===== src/rtl/paquete_leds_pkg.sv =====
// Shared types and default constants for the SECDED LED display stage.
package paquete_leds_pkg;

   typedef enum logic [1:0] {
      REPOSO      = 2'd0,
      MOSTRAR     = 2'd1,
      ERROR_DOBLE = 2'd2
   } estado_leds_t;

   localparam int CICLOS_PARPADEO_DEF = 13_500_000;
   localparam int ANCHO_CUENTA_DEF    = 8;

endpackage


===== src/rtl/temporizador_parpadeo.sv =====
// Blink phase generator: counts 0..CICLOS-1 and toggles the phase on each wrap.
module temporizador_parpadeo #(
   parameter int CICLOS = paquete_leds_pkg::CICLOS_PARPADEO_DEF
) (
   input  logic clk,
   input  logic rst,
   input  logic reiniciar,
   input  logic habilitar,
   output logic fase
);

   localparam int              ANCHO  = $clog2(CICLOS);
   localparam logic [ANCHO-1:0] ULTIMO = ANCHO'(CICLOS - 1);

   logic [ANCHO-1:0] cuenta_q, cuenta_d;
   logic             fase_q, fase_d;

   always_comb begin
      cuenta_d = cuenta_q;
      fase_d   = fase_q;
      // A restart always lands in the "on" half, regardless of enable.
      if (reiniciar) begin
         cuenta_d = '0;
         fase_d   = 1'b1;
      end else if (habilitar) begin
         if (cuenta_q == ULTIMO) begin
            cuenta_d = '0;
            fase_d   = ~fase_q;
         end else begin
            cuenta_d = cuenta_q + 1'b1;
         end
      end
   end

   always_ff @(posedge clk) begin
      if (rst) begin
         cuenta_q <= '0;
         fase_q   <= 1'b1;
      end else begin
         cuenta_q <= cuenta_d;
         fase_q   <= fase_d;
      end
   end

   assign fase = fase_q;

endmodule


===== src/rtl/despliegue_leds_secded.sv =====
// LED display stage after the SECDED decoder: shows corrected words, blinks on
// double errors and keeps saturating single/double error counts.
//
// state       | meaning
// REPOSO      | nothing received yet, logical LEDs off
// MOSTRAR     | latched word on leds, latched single-error flag on led_correccion
// ERROR_DOBLE | uncorrectable word seen, all data LEDs blink
module despliegue_leds_secded
   import paquete_leds_pkg::*;
#(
   parameter int ANCHO_DATOS     = 4,
   parameter int ACTIVO_BAJO     = 1,
   parameter int CICLOS_PARPADEO = CICLOS_PARPADEO_DEF,
   parameter int ANCHO_CUENTA    = ANCHO_CUENTA_DEF
) (
   input  logic                    clk,
   input  logic                    rst,
   input  logic                    valido,
   input  logic [ANCHO_DATOS-1:0]  w_corregida,
   input  logic                    error_simple,
   input  logic                    error_doble,
   input  logic                    borrar_cuentas,
   output logic [ANCHO_DATOS-1:0]  leds,
   output logic                    led_correccion,
   output logic [ANCHO_CUENTA-1:0] cuenta_simples,
   output logic [ANCHO_CUENTA-1:0] cuenta_dobles
);

   localparam logic POL = (ACTIVO_BAJO != 0);

   estado_leds_t            estado_q, estado_d;
   logic [ANCHO_DATOS-1:0]  dato_q, dato_d;
   logic                    simple_q, simple_d;
   logic [ANCHO_CUENTA-1:0] cnt_s_q, cnt_s_d;
   logic [ANCHO_CUENTA-1:0] cnt_d_q, cnt_d_d;

   logic [ANCHO_DATOS-1:0]  leds_q, leds_d;
   logic                    corr_q, corr_d;
   logic [ANCHO_CUENTA-1:0] cs_out_q, cs_out_d;
   logic [ANCHO_CUENTA-1:0] cd_out_q, cd_out_d;

   logic                    reiniciar;
   logic                    fase;

   assign reiniciar = valido & error_doble;

   temporizador_parpadeo #(
      .CICLOS (CICLOS_PARPADEO)
   ) u_temporizador (
      .clk       (clk),
      .rst       (rst),
      .reiniciar (reiniciar),
      .habilitar (estado_q == ERROR_DOBLE),
      .fase      (fase)
   );

   always_comb begin
      estado_d = estado_q;
      dato_d   = dato_q;
      simple_d = simple_q;
      if (valido) begin
         if (error_doble) begin
            estado_d = ERROR_DOBLE;
            simple_d = 1'b0;
         end else begin
            estado_d = MOSTRAR;
            dato_d   = w_corregida;
            simple_d = error_simple;
         end
      end
   end

   always_comb begin
      cnt_s_d = cnt_s_q;
      cnt_d_d = cnt_d_q;
      if (borrar_cuentas) begin
         cnt_s_d = '0;
         cnt_d_d = '0;
      end else if (valido) begin
         // Double error takes precedence when both flags are raised.
         if (error_doble) begin
            if (cnt_d_q != '1) cnt_d_d = cnt_d_q + 1'b1;
         end else if (error_simple) begin
            if (cnt_s_q != '1) cnt_s_d = cnt_s_q + 1'b1;
         end
      end
   end

   // Logical values are decided here; polarity is applied only on the way out.
   always_comb begin
      leds_d   = '0;
      corr_d   = 1'b0;
      cs_out_d = cnt_s_q;
      cd_out_d = cnt_d_q;
      unique case (estado_q)
         MOSTRAR: begin
            leds_d = dato_q;
            corr_d = simple_q;
         end
         ERROR_DOBLE: begin
            leds_d = {ANCHO_DATOS{fase}};
         end
         default: begin
            leds_d = '0;
         end
      endcase
      leds_d = leds_d ^ {ANCHO_DATOS{POL}};
      corr_d = corr_d ^ POL;
   end

   always_ff @(posedge clk) begin
      if (rst) begin
         estado_q <= REPOSO;
         dato_q   <= '0;
         simple_q <= 1'b0;
         cnt_s_q  <= '0;
         cnt_d_q  <= '0;
         leds_q   <= {ANCHO_DATOS{POL}};
         corr_q   <= POL;
         cs_out_q <= '0;
         cd_out_q <= '0;
      end else begin
         estado_q <= estado_d;
         dato_q   <= dato_d;
         simple_q <= simple_d;
         cnt_s_q  <= cnt_s_d;
         cnt_d_q  <= cnt_d_d;
         leds_q   <= leds_d;
         corr_q   <= corr_d;
         cs_out_q <= cs_out_d;
         cd_out_q <= cd_out_d;
      end
   end

   assign leds           = leds_q;
   assign led_correccion = corr_q;
   assign cuenta_simples = cs_out_q;
   assign cuenta_dobles  = cd_out_q;

endmodule


===== config.mk =====
export PLATFORM = sky130hd
export DESIGN_NAME = despliegue_leds_secded
export DESIGN_NICKNAME = d
export VERILOG_FILES = /design/src/rtl/paquete_leds_pkg.sv /design/src/rtl/temporizador_parpadeo.sv /design/src/rtl/despliegue_leds_secded.sv
export SDC_FILE = /design/constraint.sdc
export NUM_CORES = 1
export LEC_CHECK = 0
export BUFFER_PORTS_ARGS = -buffer_cell sky130_fd_sc_hd__buf_4
export CAP_MARGIN = 20
export CELL_PAD_IN_SITES_DETAIL_PLACEMENT = 1
export CELL_PAD_IN_SITES_GLOBAL_PLACEMENT = 1
export CORE_MARGIN = 2
export CORE_UTILIZATION = 47
export DETAILED_ROUTE_END_ITERATION = 10
export MAX_ROUTING_LAYER = met4
export PLACE_DENSITY = 0.81
export SYNTH_ARGS = -nofsm -noshare
export SYNTH_HDL_FRONTEND = slang
export SYNTH_SLANG_ARGS = --single-unit

===== constraint.sdc =====
create_clock -name clk -period 4 [get_ports clk]
set_input_delay 0.4 -clock clk [delete_from_list [all_inputs] [get_ports clk]]
set_output_delay 0.4 -clock clk [all_outputs]
set_load 0.005 [all_outputs]

==> key figures <==
Timing
  • RSZ-0062 raised after global routing: no
  • Hold WS: 292 ps
  • Minimum clock period after layout: 2290 ps
  • Hold Fails Final Rpt: 0
  • Clock Skew: 5.34 ps
  • Setup Viol. Count Final: 0
  • Final period util: 57.2%
  • Final Max Slew Viols: 0
  • Rel. slew slack: 33.2%
  • Post-route setup TNS: 0 ps
  • Fmax: 0.437 GHz
  • Worst-margin pin slew: 1000 ps
  • Final worst slack: 1710 ps

Routing
  • Routed via count: 2,342
  • Pre-antenna DRT Iters: 4
  • Via density: 5.54
  • Wire per inst: 15.1 µm
  • DRC viols: 0
  • Routed Antenna Nets: 0
  • Final WL: 6410 µm
  • Iteration-0 DRC Markers: 99

Pwr
  • Maximum vdd drop: 0.000278 V
  • Comb power frac: 3.6%
  • Sw frac: 21.8%
  • Power Internal: 1.01 mW
  • Leakage: 1.20 nW
  • Flop pwr share: 53.8%
  • Clock Power Share: 42.6%
  • PD cells: 393 nW/µm²
  • Sw power: 0.282 mW

Synthesis
  • Syn Inst Count: 313
  • Synth Register Bits: 69
  • Seq/Total Area, Yosys: 48.9%
  • Number of synthesized flops with an enable pin: 0
  • Syn avg cell area: 9.02 µm²
  • Mapped cell area: 2820 µm²
  • Netlist cell types: 42
  • Ys Warns: 0
  • Primary FF master, synth: dfxtp_1
  • Asr flop ratio synth: 0%
  • Synthesized net count: 328

Finish
  • Reg area: 1380 µm²
  • Nets: 358
  • Fraction of layout cells with a size suffix above 1: 14.4%
  • Fill cell count: 693
  • N_diodes: 0
  • Footprint of the multi-input gates: 1380 µm²
  • Area growth syn-to-layout: 16.6%

CTS
  • Setup Fix Bufs, Post-CTS: 0
  • CTS tree: built
  • Clk_lat worst skew: 340 ps
  • # hold bufs at CTS: 0
  • Clock transition at path regs: 70 ps
  • CTS root buf: clkbuf_8
  • Total CTS buffers: 9
  • H-tree depth: 3
  • Post-CTS Resized: 0
  • CTS sink cnt: 69
  • CTS max path bufs: 2

Die
  • Initial Util: 48.3%
  • Die H: 81.5 µm
  • Row count: 28
  • Die width: 81.5 µm
  • # IOs: 31
  • Core area: 5850 µm²
  • DIE AREA: 6640 µm²

Global route
  • Pin count of the biggest net entering global routing: 29
  • Vias in the first global route: 2,380
  • Initial antenna violation count: 0
  • Grt ovf: 0
  • Tot GR Track Use: 22.4%
  • First-pass GRT wire length: 11,000 µm

Run
  • Max cap viols: 0

Hold path
  • Worst hold path type: input pin to flop

Critical path
  • Crit. End Element: flop
  • Worst EP arrival: 2480 ps
  • Setup crit start kind: flop
  • Critical Path Start: estado_q[0]$_SDFFE_PP0P_
  • Setup crit end: u_temporizador.cuenta_q[9]$_SDFFE_PP0N_
  • Reg-to-reg setup timing slack: 1710 ps
  • Data required, critical path: 4190 ps
  • Reg-to-reg endpoint: u_temporizador.cuenta_q[9]$_SDFFE_PP0N_
  • R2R depth: 6
  • Critical path type: flop to flop
  • Max FO, Critical Path: 24
  • Critical R2R Launch: estado_q[0]$_SDFFE_PP0P_

Placed design
  • Hpwl dp: 4590 µm
  • Port Buffer Count: 30
  • GP Congestion: 0.808
  • Setup Slack @ Placement: 1740 ps

Outcome
  • Outcome: finished clean
power by group through the flow:
stage	Combinational (mW)	Clock (mW)	Sequential, mW
6_report	0.0463	0.553	0.697
5_1_grt	0.0526	0.596	0.697
4_1_cts	0.0471	0.564	0.697
3_5_place_dp	0.0466	0	0.712
3_3_place_gp	0.0458	0	0.712
2_1_floorplan	0.0293	0	0.712
worst max-delay path: stages, from the launching register on:
cell	delay (ps)
dfxtp_1	320
inv_1	70
ha_1	360
and4b_1	250
nand4_1	150
o21ai_2	830
nor2_1	140
kinds of logic after synthesis:
| group | Yosys count | share of synthesized area (%) |
|---|---|---|
| adders and majority gates | 5 | 2.22 |
| and+or+nand+nor | 148 | 28.3 |
| DFF | 69 | 48.9 |
| muxes | 5 | 1.77 |
| buffers and inverters | 17 | 2.44 |
| AOI/OAI and AO/OA | 52 | 11.1 |
| xor gates and xnor gates | 17 | 5.27 |
how the worst min path moves through the flow:
stage | start | end | slack, ps | depth (start not counted)
finish | w_corregida[2] | dato_q[2]$_SDFFE_PP0P_ | 290 | 3
global route | w_corregida[1] | dato_q[1]$_SDFFE_PP0P_ | 290 | 3
CTS | w_corregida[2] | dato_q[2]$_SDFFE_PP0P_ | 290 | 3
detailed placement | simple_q$_SDFFE_PP0P_ | led_correccion$_SDFF_PP1_ | 400 | 1
global placement | simple_q$_SDFFE_PP0P_ | led_correccion$_SDFF_PP1_ | 410 | 1
floorplan | simple_q$_SDFFE_PP0P_ | led_correccion$_SDFF_PP1_ | 380 | 1
placed cells by master (no fill, tap or decap), types with 10 or more instances in the layout:
master	instances
clkbuf_8	10
nor2_1	31
or3_1	10
a21oi_1	20
nand2_1	35
buf_4	30
nor2b_1	16
xor2_1	12
nand4_1	15
o21ai_0	12
dfxtp_1	69
cells in the mapped netlist (2+ instances only):
| cell type | n | area [µm²] |
|---|---|---|
| o31ai_1 | 8 | 60.1 |
| xnor2_1 | 5 | 43.8 |
| and3_1 | 6 | 37.5 |
| nor2_1 | 31 | 116 |
| o211ai_1 | 3 | 22.5 |
| a211oi_1 | 3 | 22.5 |
| or3_1 | 10 | 62.6 |
| and4b_1 | 2 | 20.0 |
| nand2_1 | 35 | 131 |
| nand4_1 | 15 | 93.8 |
| xor2_1 | 12 | 105 |
| inv_1 | 6 | 22.5 |
| clkbuf_1 | 9 | 33.8 |
| or4_1 | 8 | 60.1 |
| o21ai_0 | 12 | 60.1 |
| and4_1 | 2 | 17.5 |
| mux2i_1 | 5 | 50.1 |
| dfxtp_1 | 69 | 1380 |
| nor2b_1 | 16 | 100 |
| nand3_1 | 9 | 45.0 |
| and2_1 | 3 | 18.8 |
| ha_1 | 5 | 62.6 |
| a21oi_1 | 20 | 100 |
routing by layer:
layer,part of all wire [%],track usage [%],wire length [µm]
met4,2.6,11.4,166
met5,0,-,0
met2,47,35.4,3040
met3,2.8,3.63,182
met1,47,27.6,3010
per-stage QoR:
step	instances	cell area (µm²)	utilization (%)	power, mW
after floorplan	313	2820	-	0.741
after global placement	407	3100	53.0	0.758
after detailed placement	407	3100	53.0	0.759
after CTS	423	3290	56.3	1.31
after global routing	423	3290	56.3	1.35
final	423	3290	56.3	1.30
registers in the layout, summed over array words and instances (netlist names):
signal,count
led_correccion,1
u_temporizador.fase,1
cuenta_dobles,8
leds,4
dato_q,4
u_temporizador.cuenta_q,24
simple_q,1
cd_out_d,8
cuenta_simples,8
cnt_s_q,8
estado_q,2
layout make-up:
cell class                      instances  share of cell area, %
Tap cell                               75                   2.85
Multi-Input combinational cell        227                   41.8
Clock buffer                           12                   4.41
Timing Repair Buffer                   30                   6.84
Inverter                                6                  0.684
Clock inverter                          4                   1.44
Sequential cell                        69                   41.9
(Power assumes the default switching activity.)
